==> src/rtl/mfk_rx_pkg.sv <==
// Shared types and constants for the MFK UART receiver.
// The PARITY state exists only when MFK_RX_PARITY_EN is defined.
`timescale 1ns/1ps
package mfk_rx_pkg;

    localparam int         DEF_CLKS_PER_BIT = 434;
    localparam int         DEF_VALID_LEN    = 4;
    localparam logic [7:0] MFK_HDR          = 8'h42;

    typedef enum logic [2:0] {
        IDLE,
        START,
        DATA,
        STOP,
        WAIT_IDLE
`ifdef MFK_RX_PARITY_EN
        ,
        PARITY
`endif
    } rx_state_t;

endpackage

==> src/rtl/sync2ff.sv <==
// Two-flop synchronizer for a single asynchronous bit; RST_VAL sets the
// value both flops take during reset.
`timescale 1ns/1ps
module sync2ff #(
    parameter logic RST_VAL = 1'b0
) (
    input  logic clk,
    input  logic rst_n,
    input  logic d,
    output logic q
);

    logic meta_reg;
    logic sync_reg;

    always_ff @(posedge clk or negedge rst_n) begin
        if (!rst_n) begin
            meta_reg <= RST_VAL;
            sync_reg <= RST_VAL;
        end else begin
            meta_reg <= d;
            sync_reg <= meta_reg;
        end
    end

    assign q = sync_reg;

endmodule

==> src/rtl/mfk_uart_rx.sv <==
// 8N1 UART receiver for the MFK link, LSB first, mid-bit sampling.
// Define MFK_RX_PARITY_EN to add an even-parity bit and the par_err output.
`timescale 1ns/1ps
module mfk_uart_rx
    import mfk_rx_pkg::*;
#(
    parameter int CLKS_PER_BIT = DEF_CLKS_PER_BIT,
    parameter int VALID_LEN    = DEF_VALID_LEN
) (
    input  logic       clk,
    input  logic       rst_n,
    input  logic       rxd,
    output logic [7:0] from_mfk,
    output logic       rx_valid,
    output logic       frm_err
`ifdef MFK_RX_PARITY_EN
    ,
    output logic       par_err
`endif
);

    localparam int          TW      = $clog2(CLKS_PER_BIT);
    localparam int          VW      = $clog2(VALID_LEN + 1);
    localparam logic [TW-1:0] LAST    = TW'(CLKS_PER_BIT - 1);
    localparam logic [TW-1:0] HALF_M1 = TW'(CLKS_PER_BIT / 2 - 1);

    logic          rxd_s;
    logic          rxd_prev_reg;
    rx_state_t     state_reg, state_next;
    logic [TW-1:0] timer_reg, timer_next;
    logic [2:0]    bit_cnt_reg, bit_cnt_next;
    logic [7:0]    shift_reg, shift_next;
    logic [7:0]    data_reg;
    logic [VW-1:0] valid_cnt_reg;
    logic          frm_err_reg;
    logic          load;
    logic          frm_pulse;
    logic          at_mid;
`ifdef MFK_RX_PARITY_EN
    logic          par_bad_reg, par_bad_next;
    logic          par_err_reg;
    logic          par_pulse;
`endif

    sync2ff #(.RST_VAL(1'b1)) u_sync (
        .clk   (clk),
        .rst_n (rst_n),
        .d     (rxd),
        .q     (rxd_s)
    );

    assign at_mid = (timer_reg == LAST);

    always_ff @(posedge clk or negedge rst_n) begin
        if (!rst_n) begin
            rxd_prev_reg <= 1'b1;
            state_reg    <= IDLE;
            timer_reg    <= '0;
            bit_cnt_reg  <= '0;
            shift_reg    <= '0;
        end else begin
            rxd_prev_reg <= rxd_s;
            state_reg    <= state_next;
            timer_reg    <= timer_next;
            bit_cnt_reg  <= bit_cnt_next;
            shift_reg    <= shift_next;
        end
    end

    always_comb begin
        state_next   = state_reg;
        timer_next   = at_mid ? '0 : timer_reg + 1'b1;
        bit_cnt_next = bit_cnt_reg;
        shift_next   = shift_reg;
        load         = 1'b0;
        frm_pulse    = 1'b0;
`ifdef MFK_RX_PARITY_EN
        par_bad_next = par_bad_reg;
        par_pulse    = 1'b0;
`endif
        case (state_reg)
            IDLE: begin
                timer_next   = '0;
                bit_cnt_next = '0;
                if (rxd_prev_reg && !rxd_s) begin
                    state_next = START;
                end
            end
            START: begin
                // Half-bit check rejects short glitches on the line.
                if (timer_reg == HALF_M1) begin
                    timer_next = '0;
                    state_next = rxd_s ? IDLE : DATA;
                end
            end
            DATA: begin
                if (at_mid) begin
                    shift_next   = {rxd_s, shift_reg[7:1]};
                    bit_cnt_next = bit_cnt_reg + 1'b1;
                    if (bit_cnt_reg == 3'd7) begin
`ifdef MFK_RX_PARITY_EN
                        state_next = PARITY;
`else
                        state_next = STOP;
`endif
                    end
                end
            end
`ifdef MFK_RX_PARITY_EN
            PARITY: begin
                if (at_mid) begin
                    par_bad_next = rxd_s ^ (^shift_reg);
                    par_pulse    = rxd_s ^ (^shift_reg);
                    state_next   = STOP;
                end
            end
`endif
            STOP: begin
                if (at_mid) begin
                    if (rxd_s) begin
`ifdef MFK_RX_PARITY_EN
                        load = !par_bad_reg;
`else
                        load = 1'b1;
`endif
                        state_next = IDLE;
                    end else begin
                        frm_pulse  = 1'b1;
                        state_next = WAIT_IDLE;
                    end
                end
            end
            WAIT_IDLE: begin
                // Any low sample restarts the full-bit high-time requirement.
                if (!rxd_s) begin
                    timer_next = '0;
                end else if (at_mid) begin
                    state_next = IDLE;
                end
            end
            default: begin
                state_next = IDLE;
                timer_next = '0;
            end
        endcase
    end

    always_ff @(posedge clk or negedge rst_n) begin
        if (!rst_n) begin
            data_reg      <= 8'h00;
            valid_cnt_reg <= '0;
            frm_err_reg   <= 1'b0;
        end else begin
            frm_err_reg <= frm_pulse;
            if (load) begin
                data_reg      <= shift_reg;
                valid_cnt_reg <= VW'(VALID_LEN);
            end else if (valid_cnt_reg != '0) begin
                valid_cnt_reg <= valid_cnt_reg - 1'b1;
            end
        end
    end

`ifdef MFK_RX_PARITY_EN
    always_ff @(posedge clk or negedge rst_n) begin
        if (!rst_n) begin
            par_bad_reg <= 1'b0;
            par_err_reg <= 1'b0;
        end else begin
            par_bad_reg <= par_bad_next;
            par_err_reg <= par_pulse;
        end
    end

    assign par_err = par_err_reg;
`endif

    assign from_mfk = data_reg;
    assign rx_valid = (valid_cnt_reg != '0);
    assign frm_err  = frm_err_reg;

endmodule

==> config.mk <==
export PLATFORM = sky130hd
export DESIGN_NAME = mfk_uart_rx
export DESIGN_NICKNAME = d
export VERILOG_FILES = /design/src/rtl/mfk_rx_pkg.sv /design/src/rtl/sync2ff.sv /design/src/rtl/mfk_uart_rx.sv
export SDC_FILE = /design/constraint.sdc
export NUM_CORES = 1
export LEC_CHECK = 0
export BUFFER_PORTS_ARGS = -buffer_cell sky130_fd_sc_hd__buf_2
export CORE_UTILIZATION = 58
export CTS_CLUSTER_DIAMETER = 50
export DETAILED_ROUTE_END_ITERATION = 10
export PLACE_DENSITY = 0.73
export SYNTH_ARGS = -nofsm -noshare
export SYNTH_HDL_FRONTEND = slang
export SYNTH_SLANG_ARGS = --single-unit
==> constraint.sdc <==
create_clock -name clk -period 2.7 [get_ports clk]
set_input_delay 0.405 -clock clk [delete_from_list [all_inputs] [get_ports clk]]
set_output_delay 0.405 -clock clk [all_outputs]
set_load 0.02 [all_outputs]
==> flow_summary.toml <==
[cells_and_area]
largest_register_ff_count = 9
layout.nets = 163
layout-drive-gt1-share_pct = 28.6
fill_cells = 224
layout_common_cells = "dfrtp_1 (35), nor2_1 (17), mux2_2 (17)"
diodes = 0
area_growth_pct = 8.55
final_common_cell = "dfrtp_1"

[clock_tree]
cts.clk_slew.worst_paths_ns = 0.12
clk_path_buf_depth = 2
cts-buffers-inserted = 5
cts_resized = 0
cts_tree = "done"
cts_setup_buffers = 0
worstSkewPairLatency_ns = 0.34
cts_root_buf = "clkbuf_4"
h-tree-depth = 2
cts_hold_buf = 0
cts_sinks = 38

[timing]
setup_ws_ns = 0.568
skew_ns = 0.0129
setup_viol = 0
worstMarginPinSlew_ns = 0.809
fmax_ghz = 0.469
fin_crit_ns = 2.13
drv_slew = 0
period_share_pct = 79.0
timing.setup.tns_ns = 0
slew_headroom_pct = 46.1
rsz0062_at_grt = "false"
hold_viol_final = 0

[floorplanning]
pin_count = 13
dieHeight_um = 56.8
rows = 19
die_area_um2 = 3220
start_util_pct = 62.0
die_w_um = 56.8
core_um2 = 2810

[global_routing]
grt_pass1_vias = 1058
grt_max_degree = 39
antenna_found_initial = 0
grt_pass1_wl_mm = 4.75
grt_util_all_layers_pct = 20.0
overflow = 0

[critical_path]
cp-end-kind = "flip-flop"
regToRegSetupSlack_ns = 0.57
startpoint_type = "flip-flop"
critPathMaxFanout = 8
r2r-end = "shift_reg[4]"
critPathArrivalTime_ns = 2.36
rr_startpoint = "timer_reg[1]"
crit_required_ns = 2.93
worstSetupPathType = "flip-flop to flip-flop"
rr_worst_depth = 6

[routing]
postRouteAntennaNets = 0
drtPass1Iterations = 4
drc = 0
wl_per_cell_um = 14.7
wl_mm = 2.71
vias_per_cell = 5.82
num_vias = 1077
drt_iter0_drc = 42

[placed_design]
place_ws_ns = 0.589
port_buffers = 12
place_hpwl_mm = 1.87
gp_congestion = 0.791

[logic_synthesis]
synthDistinctLibCells = 35
synth_nets = 149
syn_area_um2 = 1740
synthCells = 139
syn_area_per_cell_um2 = 12.5
yosysSeqAreaShare_pct = 54.9
synth-seq-cells = 38
ys_warn_count = 0

[worst_hold_path]
hold_class = "input port to asynchronous set/reset pin"

[power]
power.leakage_nw = 0.955
ir_drop_uv = 525
pwr_density_cell_nw_per_um2 = 652

[outcome]
status = "completed"

[flow_run]
drv_cap = 0
-- stage by stage --
step                hold WS (ns)  cells  area (um^2)  total power, mW  util (%)
floorplan                  0.109    139         1740            0.811         -
global placement           0.348    177         1800            0.838      64.3
detailed placement         0.349    177         1800            0.841      64.3
CTS                        0.145    185         1890             1.24      67.4
global route               0.131    185         1890             1.29      67.4
finish                     0.142    185         1890             1.23      67.4
-- cell usage after synthesis (all sizes together) --
cell     count  area share, %
xnor2        5            2.5
nor2        17            3.7
xor2         3            1.5
nor3b        1            1.1
a311oi       2            1.0
a211oi       1           0.43
or2          2           0.72
and3         2           0.72
ha           7            5.0
nand2        5            1.1
a21oi        1           0.29
nand4        1           0.36
buf          3            1.6
a31oi        1           0.36
nand4bb      1            1.6
a31o         1           0.50
nand3        3           0.86
dfstp        3            4.5
inv          5            1.1
dfrtp       35             50
nand4b       1           0.50
nand2b       2           0.72
mux2        17             11
nor3         3           0.86
nor4b        1           0.50
a221oi       1           0.50
nor2b        3            1.1
a22o         5            2.5
a211o        1           0.50
o31ai        1           0.72
clkbuf       2           0.43
and4         2            1.0
nand3b       1           0.43
-- logic make-up (layout without fill, tap and decap cells) --
family / count (synthesis) / count (layout) / share of synthesized area [%]
adders and majority gates: 7 / 7 / 5.03
buffers and inverters: 10 / 25 / 3.09
AOI/OAI and AO/OA: 14 / 14 / 6.83
muxes: 17 / 17 / 11.0
and+or+nand+nor: 45 / 45 / 15.2
DFF: 38 / 38 / 54.9
xor gates and xnor gates: 8 / 8 / 4.03
-- metal layers --
| layer | global-route usage (%) | vias to the layer above | wire length, um |
|---|---|---|---|
| met5 | 0 | - | 0 |
| met4 | 10.8 | 0 | 50 |
| met3 | 4.84 | 7 | 73 |
| met2 | 29.9 | 14 | 1240 |
| met1 | 26.9 | 537 | 1350 |
| li1 | - | 519 | - |
-- power by group --
group	internal (mW)	leakage, nW	total (mW)	switching, mW
Sequential	0.610	0.510	0.671	0.0607
Clock	0.221	0.0455	0.399	0.178
Combinational	0.0763	0.399	0.162	0.0859
Total	0.908	0.955	1.23	0.324
-- layout make-up --
cell class                 count  area (um^2)  share of cell area (%)
clock buffer                   7         55.1                    2.91
clock inverter                 1         30.0                    1.59
inverter                       5         18.8                   0.993
multi-input combinational     91          732                    38.7
sequential                    38          955                    50.5
tap                           31         38.8                    2.05
timing repair buffer          12         60.1                    3.18
-- critical path, stage by stage, from the launching register on --
cell and delay (ns):
dfrtp_1 0.42, inv_1 0.09, ha_1 0.19, nand4bb_4 0.12
or2_1 0.34, nor3b_4 0.48, mux2_2 0.39
-- worst max path at each step --
stage / to / from / cells past startpoint
after detailed placement: shift_reg[7] / timer_reg[1] / 6
after floorplan: shift_reg[0] / timer_reg[1] / 7
after global placement: shift_reg[6] / timer_reg[1] / 6
after CTS: shift_reg[4] / timer_reg[1] / 6
final: shift_reg[4] / timer_reg[1] / 6
after global routing: timer_reg[8] / timer_reg[1] / 6
No activity file was read; power rests on OpenSTA's default activity.
